==> src/rtl/mem_arb_pkg.sv <==
// Shared types for the memory port arbiter.
//   arb_state_e     : bus-side FSM state
//   owner_e         : which pipeline port owns the current access
//   bus_cmd_t       : command latched when an access is started
//   TIMEOUT_CYC_DEF : default ADDR+WAIT cycle budget before abort
//   pick_owner()    : arbitration rule for the IDLE state
package mem_arb_pkg;

  localparam int TIMEOUT_CYC_DEF = 64;

  typedef enum logic [1:0] {
    ST_IDLE = 2'd0,
    ST_ADDR = 2'd1,
    ST_WAIT = 2'd2,
    ST_RESP = 2'd3
  } arb_state_e;

  typedef enum logic {
    OWN_IF  = 1'b0,
    OWN_MEM = 1'b1
  } owner_e;

  typedef struct packed {
    logic        we;
    logic [31:0] addr;
    logic [31:0] wdata;
    logic [3:0]  wstrb;
  } bus_cmd_t;

  // A tie goes to whichever side did not complete the previous access.
  function automatic owner_e pick_owner(input logic if_r, input logic mem_r,
                                        input owner_e last);
    if (if_r && mem_r) return (last == OWN_IF) ? OWN_MEM : OWN_IF;
    else if (mem_r)    return OWN_MEM;
    else               return OWN_IF;
  endfunction

endpackage

==> src/rtl/mem_port_arbiter_if.sv <==
// Shared memory port between the arbiter (master) and memory (slave).
//   bus_req/bus_we/bus_addr/bus_wdata/bus_wstrb : command, held until bus_gnt
//   bus_gnt    : memory accepts the command this cycle
//   bus_rvalid : completion for reads and writes, bus_rdata valid with it
interface mem_port_arbiter_if;
  logic        bus_req;
  logic        bus_we;
  logic [31:0] bus_addr;
  logic [31:0] bus_wdata;
  logic [3:0]  bus_wstrb;
  logic        bus_gnt;
  logic        bus_rvalid;
  logic [31:0] bus_rdata;

  modport master (
    output bus_req, bus_we, bus_addr, bus_wdata, bus_wstrb,
    input  bus_gnt, bus_rvalid, bus_rdata
  );

  modport slave (
    input  bus_req, bus_we, bus_addr, bus_wdata, bus_wstrb,
    output bus_gnt, bus_rvalid, bus_rdata
  );
endinterface

==> src/rtl/mem_arb_timer.sv <==
// Access watchdog: clear/enable counter that flags the LIMIT-th enabled cycle.
//   clr    : restart from zero (access start)
//   en     : count this cycle (access in ADDR or WAIT)
//   expire : this enabled cycle is the LIMIT-th since clr
module mem_arb_timer
  import mem_arb_pkg::*;
#(
  parameter int LIMIT = TIMEOUT_CYC_DEF
) (
  input  logic clk,
  input  logic rst_n,
  input  logic clr,
  input  logic en,
  output logic expire
);
  localparam int CW = $clog2(LIMIT + 1);

  logic [CW-1:0] cnt;

  always_ff @(posedge clk or negedge rst_n) begin
    if (!rst_n)   cnt <= '0;
    else if (clr) cnt <= '0;
    else if (en)  cnt <= cnt + CW'(1);
  end

  // cnt counts cycles already spent, so LIMIT-1 marks the last allowed one.
  assign expire = en && (cnt == CW'(LIMIT - 1));

endmodule

==> src/rtl/mem_port_arbiter.sv <==
// Arbitrates the IF fetch port and the MEM load/store port onto one memory
// bus, one access at a time (IDLE -> ADDR -> WAIT -> RESP).
//   clk, rst_n        : clock, async active-low reset
//   if_req/if_addr    : fetch request, held until if_valid
//   if_flush          : drop the result of an in-flight fetch
//   mem_req/mem_*     : load/store request, held until mem_valid
//   halt              : no new access may start
//   bus               : shared memory port (master side)
//   if_valid/if_rdata : fetch done pulse + instruction
//   mem_valid/mem_rdata : MEM done pulse + load data
//   if_stall/mem_stall: stall requests to pipeline control
//   bus_err           : one-cycle pulse when an access times out
module mem_port_arbiter
  import mem_arb_pkg::*;
#(
  parameter int TIMEOUT_CYC = TIMEOUT_CYC_DEF
) (
  input  logic        clk,
  input  logic        rst_n,
  input  logic        if_req,
  input  logic [31:0] if_addr,
  input  logic        if_flush,
  input  logic        mem_req,
  input  logic        mem_we,
  input  logic [31:0] mem_addr,
  input  logic [31:0] mem_wdata,
  input  logic [3:0]  mem_wstrb,
  input  logic        halt,
  mem_port_arbiter_if.master bus,
  output logic        if_valid,
  output logic [31:0] if_rdata,
  output logic        mem_valid,
  output logic [31:0] mem_rdata,
  output logic        if_stall,
  output logic        mem_stall,
  output logic        bus_err
);

  arb_state_e state, state_nxt;
  owner_e     owner, last_owner, pick;
  bus_cmd_t   cmd;
  logic       discard;
  logic       start, done, abort, expire, timer_clr, timer_en;

  assign start     = !halt && (if_req || mem_req);
  assign pick      = pick_owner(if_req, mem_req, last_owner);
  assign done      = (state == ST_WAIT) && bus.bus_rvalid;
  assign timer_clr = (state == ST_IDLE) && start;
  assign timer_en  = (state == ST_ADDR) || (state == ST_WAIT);
  // Progress in the final allowed cycle wins over the timeout.
  assign abort     = expire && (((state == ST_ADDR) && !bus.bus_gnt) ||
                                ((state == ST_WAIT) && !bus.bus_rvalid));

  mem_arb_timer #(.LIMIT(TIMEOUT_CYC)) u_timer (
    .clk    (clk),
    .rst_n  (rst_n),
    .clr    (timer_clr),
    .en     (timer_en),
    .expire (expire)
  );

  // State register
  always_ff @(posedge clk or negedge rst_n) begin
    if (!rst_n) state <= ST_IDLE;
    else        state <= state_nxt;
  end

  // Next state
  always_comb begin
    state_nxt = state;
    case (state)
      ST_IDLE: if (start) state_nxt = ST_ADDR;
      ST_ADDR: if (bus.bus_gnt) state_nxt = ST_WAIT;
               else if (abort)  state_nxt = ST_IDLE;
      ST_WAIT: if (bus.bus_rvalid) state_nxt = ST_RESP;
               else if (abort)     state_nxt = ST_IDLE;
      ST_RESP: state_nxt = ST_IDLE;
      default: state_nxt = ST_IDLE;
    endcase
  end

  // Bus outputs: command is only presented while in ADDR.
  always_comb begin
    bus.bus_req   = 1'b0;
    bus.bus_we    = 1'b0;
    bus.bus_addr  = 32'h0;
    bus.bus_wdata = 32'h0;
    bus.bus_wstrb = 4'h0;
    if (state == ST_ADDR) begin
      bus.bus_req   = 1'b1;
      bus.bus_we    = cmd.we;
      bus.bus_addr  = cmd.addr;
      bus.bus_wdata = cmd.wdata;
      bus.bus_wstrb = cmd.wstrb;
    end
  end

  // Datapath: command latch, owner tracking, response capture, pulses.
  always_ff @(posedge clk or negedge rst_n) begin
    if (!rst_n) begin
      owner      <= OWN_IF;
      last_owner <= OWN_IF;
      cmd        <= '0;
      discard    <= 1'b0;
      if_valid   <= 1'b0;
      if_rdata   <= 32'h0;
      mem_valid  <= 1'b0;
      mem_rdata  <= 32'h0;
      bus_err    <= 1'b0;
    end else begin
      // A flush in the completion cycle also kills the fetch result.
      if_valid  <= done && (owner == OWN_IF) && !discard && !if_flush;
      mem_valid <= done && (owner == OWN_MEM);
      bus_err   <= abort;

      if (timer_clr) begin
        owner <= pick;
        if (pick == OWN_MEM)
          cmd <= '{we: mem_we, addr: mem_addr, wdata: mem_wdata, wstrb: mem_wstrb};
        else
          cmd <= '{we: 1'b0, addr: if_addr, wdata: 32'h0, wstrb: 4'h0};
      end

      if (done) begin
        last_owner <= owner;
        if (owner == OWN_MEM)
          mem_rdata <= bus.bus_rdata;
        else if (!discard && !if_flush)
          if_rdata <= bus.bus_rdata;
      end

      if (state_nxt == ST_IDLE)
        discard <= 1'b0;
      else if (if_flush && (owner == OWN_IF) && timer_en)
        discard <= 1'b1;
    end
  end

  assign if_stall  = if_req  & ~if_valid;
  assign mem_stall = mem_req & ~mem_valid;

endmodule

==> src/flat_wrapper.sv <==
// flat-port wrapper written by rule: the top's interface ports become plain ports
module mem_port_arbiter_flat import mem_arb_pkg::*;
#(
  parameter int TIMEOUT_CYC = TIMEOUT_CYC_DEF
)
  (clk, rst_n, if_req, if_addr, if_flush, mem_req, mem_we, mem_addr, mem_wdata, mem_wstrb, halt, if_valid, if_rdata, mem_valid, mem_rdata, if_stall, mem_stall, bus_err, bus_bus_req, bus_bus_we, bus_bus_addr, bus_bus_wdata, bus_bus_wstrb, bus_bus_gnt, bus_bus_rvalid, bus_bus_rdata);
  mem_port_arbiter_if bus_i ();
  input  logic clk;
  input  logic rst_n;
  input  logic if_req;
  input  logic [31:0] if_addr;
  input  logic if_flush;
  input  logic mem_req;
  input  logic mem_we;
  input  logic [31:0] mem_addr;
  input  logic [31:0] mem_wdata;
  input  logic [3:0] mem_wstrb;
  input  logic halt;
  output logic if_valid;
  output logic [31:0] if_rdata;
  output logic mem_valid;
  output logic [31:0] mem_rdata;
  output logic if_stall;
  output logic mem_stall;
  output logic bus_err;
  output wire logic [$bits(bus_i.bus_req)-1:0] bus_bus_req;
  output wire logic [$bits(bus_i.bus_we)-1:0] bus_bus_we;
  output wire logic [$bits(bus_i.bus_addr)-1:0] bus_bus_addr;
  output wire logic [$bits(bus_i.bus_wdata)-1:0] bus_bus_wdata;
  output wire logic [$bits(bus_i.bus_wstrb)-1:0] bus_bus_wstrb;
  input wire logic [$bits(bus_i.bus_gnt)-1:0] bus_bus_gnt;
  input wire logic [$bits(bus_i.bus_rvalid)-1:0] bus_bus_rvalid;
  input wire logic [$bits(bus_i.bus_rdata)-1:0] bus_bus_rdata;
  assign bus_bus_req = bus_i.bus_req;
  assign bus_bus_we = bus_i.bus_we;
  assign bus_bus_addr = bus_i.bus_addr;
  assign bus_bus_wdata = bus_i.bus_wdata;
  assign bus_bus_wstrb = bus_i.bus_wstrb;
  assign bus_i.bus_gnt = bus_bus_gnt;
  assign bus_i.bus_rvalid = bus_bus_rvalid;
  assign bus_i.bus_rdata = bus_bus_rdata;
  mem_port_arbiter #(.TIMEOUT_CYC(TIMEOUT_CYC)) u_core (.clk(clk), .rst_n(rst_n), .if_req(if_req), .if_addr(if_addr), .if_flush(if_flush), .mem_req(mem_req), .mem_we(mem_we), .mem_addr(mem_addr), .mem_wdata(mem_wdata), .mem_wstrb(mem_wstrb), .halt(halt), .bus(bus_i), .if_valid(if_valid), .if_rdata(if_rdata), .mem_valid(mem_valid), .mem_rdata(mem_rdata), .if_stall(if_stall), .mem_stall(mem_stall), .bus_err(bus_err));
endmodule
==> config.mk <==
export PLATFORM = sky130hd
export DESIGN_NAME = mem_port_arbiter_flat
export DESIGN_NICKNAME = d
export VERILOG_FILES = /design/src/rtl/mem_arb_pkg.sv /design/src/rtl/mem_port_arbiter_if.sv /design/src/rtl/mem_arb_timer.sv /design/src/rtl/mem_port_arbiter.sv /design/src/flat_wrapper.sv
export SDC_FILE = /design/constraint.sdc
export NUM_CORES = 1
export LEC_CHECK = 0
export CORE_MARGIN = 4
export CORE_UTILIZATION = 39
export DETAILED_ROUTE_END_ITERATION = 10
export GPL_TIMING_DRIVEN = 0
export PLACE_DENSITY = 0.78
export SLEW_MARGIN = 20
export SYNTH_ARGS = -nofsm -noshare
export SYNTH_HDL_FRONTEND = slang
export SYNTH_SLANG_ARGS = --single-unit
==> constraint.sdc <==
create_clock -name clk -period 1.87 [get_ports clk]
set_input_delay 0.374 -clock clk [delete_from_list [all_inputs] [get_ports clk]]
set_output_delay 0.374 -clock clk [all_outputs]
set_load 0.01 [all_outputs]
==> impl_metrics.json <==
{
  "drtAntennaViolNets": 0,
  "cp_max_fo": 10,
  "num-fill-cells": 1320,
  "hp-start": "u_core.cmd[8]",
  "ys_warn_count": 0,
  "overflow": 0,
  "synthesis.area_sq_mm": 0.00662,
  "diodes": 0,
  "finalCriticalPeriod_ns": 2.04,
  "yosysUniqueCellTypes": 32,
  "seq_power_share_pct": 34.4,
  "grt_pass1_wl_um": 31700,
  "grt_pass1_vias": 5760,
  "die_area_sq_mm": 0.0191,
  "ys_ff_latch": 148,
  "finalClockSkew_ns": 0.00973,
  "htree_levels": 4,
  "initial_core_util_pct": 39.9,
  "relSlewSlack_pct": 61.3,
  "final_hold_viol_count": 0,
  "dp_hpwl_um": 14400,
  "vias": 5491,
  "port_buffers": 279,
  "initialDrtViolationCount": 171,
  "rr_endpoint": "u_core.if_rdata[23]",
  "crit_start": "u_core.state[0]",
  "grt.total_usage_pct": 20.9,
  "yosysTopAreaCell": "dfrtp_1",
  "ys_async_sr_fraction_pct": 100,
  "seqCellArea_sq_mm": 0.00370,
  "netlist_instances": 597,
  "synth_ff_type": "dfrtp_1",
  "clk_latency_ns": 0.42,
  "drc_errors": 0,
  "worstPathRequired_ns": 2.17,
  "reg2reg_slack_ns": -0.17,
  "clkPwrFrac_pct": 20.9,
  "antenna_found_initial": 0,
  "synth_edf_count": 0,
  "synth-seq-area-share_pct": 56.0,
  "period_share_pct": 109,
  "cap_violations": 0,
  "layout_common_cells": "clkdlybuf4s50_1 (206), dfrtp_1 (147), nand2_1 (118)",
  "postPlaceCellArea_sq_mm": 0.00973,
  "synth.area.top_cells": "dfrtp_1 (56%), nand2_1 (6.7%), and2_1 (6.6%), mux2_4 (6.6%), mux2_2 (6.0%)",
  "setup_viol": 101,
  "cts_sinks": 148,
  "core_sq_mm": 0.0166,
  "drt-pass1-iter-count": 4,
  "arrival_ns": 2.34,
  "hold_path_end": "u_core.cmd[8]",
  "routabilityCongestion": 0.765,
  "vias_per_cell": 4.78,
  "dpl_worst_slack_ns": -1.08,
  "rows": 47,
  "die_w_um": 138,
  "hold_class": "flip-flop to flip-flop",
  "clk_path_buf_depth": 2,
  "leakage_uw": 0.00527,
  "worst_pin_slew_ns": 0.580,
  "syn_nets": 743,
  "synth_top_area_share_pct": 56.0,
  "io_pins": 280,
  "cts_buffers": 17,
  "critPathLaunchType": "flip-flop",
  "cts_root_buf": "clkbuf_16",
  "nNetsFinal": 1063,
  "rr_startpoint": "u_core.state[0]",
  "cts.clk_slew.worst_paths_ns": 0.06,
  "finalWirelength_um": 20700,
  "avgSynthCellArea_sq_um": 11.1,
  "setup_ws_ns": -0.171,
  "syn_to_final_growth_pct": 66.6,
  "final_common_cell": "clkdlybuf4s50_1",
  "die_h_um": 138,
  "drive_gt1_share_pct": 32.2,
  "switching_share_pct": 32.1,
  "drv_slew": 0,
  "power_density_mw_per_mm2": 1430,
  "fmax_mhz": 490,
  "wl_per_cell_um": 18.0,
  "fin_area_sq_mm": 0.0110,
  "switching_power_uw": 5070,
  "multiInputGateArea_sq_mm": 0.00295,
  "rsz0062_at_grt": "yes",
  "violations": "setup timing",
  "p_int_uw": 10700,
  "outcome": "finished with violations",
  "crit_type": "flip-flop to flip-flop",
  "ir_worst_vdd_v": 0.000795,
  "cts_tree": "built",
  "cp-end-kind": "flip-flop",
  "worstRegToRegCells": 7,
  "comb_power_share_pct": 44.7,
  "grt_max_degree": 76,
  "hold_path_depth": 2
}
-- metal layers --
metal,share of wire [%],up-vias,GRT usage (%)
li1,-,2630,-
met1,41,2665,25.1
met2,52,158,36.8
met3,4.5,38,4.73
met4,2.6,0,7.85
met5,0,-,0
-- worst max-delay path, stage by stage (launching register included) --
cell,delay [ns]
dfrtp_2,0.43
buf_4,0.15
inv_4,0.08
ha_4,0.16
nand2_4,0.06
or4_4,0.54
buf_12,0.20
mux2_4,0.30
-- what timing repair did --
item,in CTS,in global routing
endpoints found under the hold margin,73,0
setup buffers,11,1
resized for setup,417,95
hold buffers,1,0
setup endpoints to repair,202,200
gates cloned,5,5
pin swaps,5,4
-- synthesized netlist by cell type (2+ instances only) --
library cell    n
mux2i_1        33
mux2_4         29
inv_1           6
buf_2           7
o21ai_0        39
nor2b_1         3
ha_1            5
nor2_1          6
or3_1           2
nand2_1       118
nand4_1         2
buf_1           7
xor2_1          3
a21oi_1         6
and2_1         70
buf_6           3
nand3_1        38
dfrtp_1       148
nor3_1          2
mux2_2         35
clkbuf_1       24
-- area by class of cell --
type                            count  area share, %
Buffer                             39           3.64
Clock buffer                       18           3.89
Clock inverter                     13           1.21
Inverter                            6          0.227
Multi-Input combinational cell    402           26.7
Sequential cell                   148           33.6
Tap cell                          220           2.50
Timing Repair Buffer              303           28.2
-- power groups by stage --
stage                     clock network [uW]  logic [uW]  registers (uW)
final                                   3290        7060            5430
after global routing                    3530        7580            5600
after CTS                               3370        6680            5400
after detailed placement                   0        5950            5410
after global placement                     0        5820            5350
after floorplan                            0        2640            5610
-- per-stage QoR --
| step | util [%] | TNS (ns) | hold slack (ns) | power, uW | instances |
|---|---|---|---|---|---|
| final | 66.5 | -12.06 | 0.461 | 15800 | 1149 |
| after global routing | 66.5 | -18.44 | 0.480 | 16700 | 1149 |
| after global placement | 58.5 | -968.12 | 0.442 | 11200 | 1096 |
| after floorplan | - | -0.0103 | 0.0784 | 8250 | 597 |
| after detailed placement | 58.6 | -127.46 | 0.392 | 11400 | 1097 |
| after CTS | 64.4 | -14.78 | 0.461 | 15400 | 1144 |
-- cells by family (layout without fill, tap and decap cells) --
| family | count (synthesis) | in the layout | synth area share, % |
|---|---|---|---|
| AOI/OAI and AO/OA | 51 | 51 | 4.14 |
| xor gates and xnor gates | 4 | 4 | 0.530 |
| adders and majority gates | 5 | 5 | 0.946 |
| buffers and inverters | 47 | 379 | 3.14 |
| DFF | 148 | 148 | 56.0 |
| muxes | 97 | 97 | 17.5 |
| and+or+nand+nor | 245 | 245 | 17.7 |
-- flip-flops by register name, indices dropped and copies added, names as in the netlist, 2 cells and up --
signal,count
u_core.u_timer.cnt,7
u_core.state,2
u_core.if_rdata,32
u_core.cmd,69
u_core.mem_rdata,32
-- worst max-delay path by stage --
stage / to
floorplan: u_core.state[0]
global placement: u_core.cmd[62]
detailed placement: bus_bus_addr[0]
CTS: bus_bus_wdata[6]
global route: bus_bus_addr[0]
finish: u_core.if_rdata[23]
Note: power is estimated with default switching activity, not from simulation.
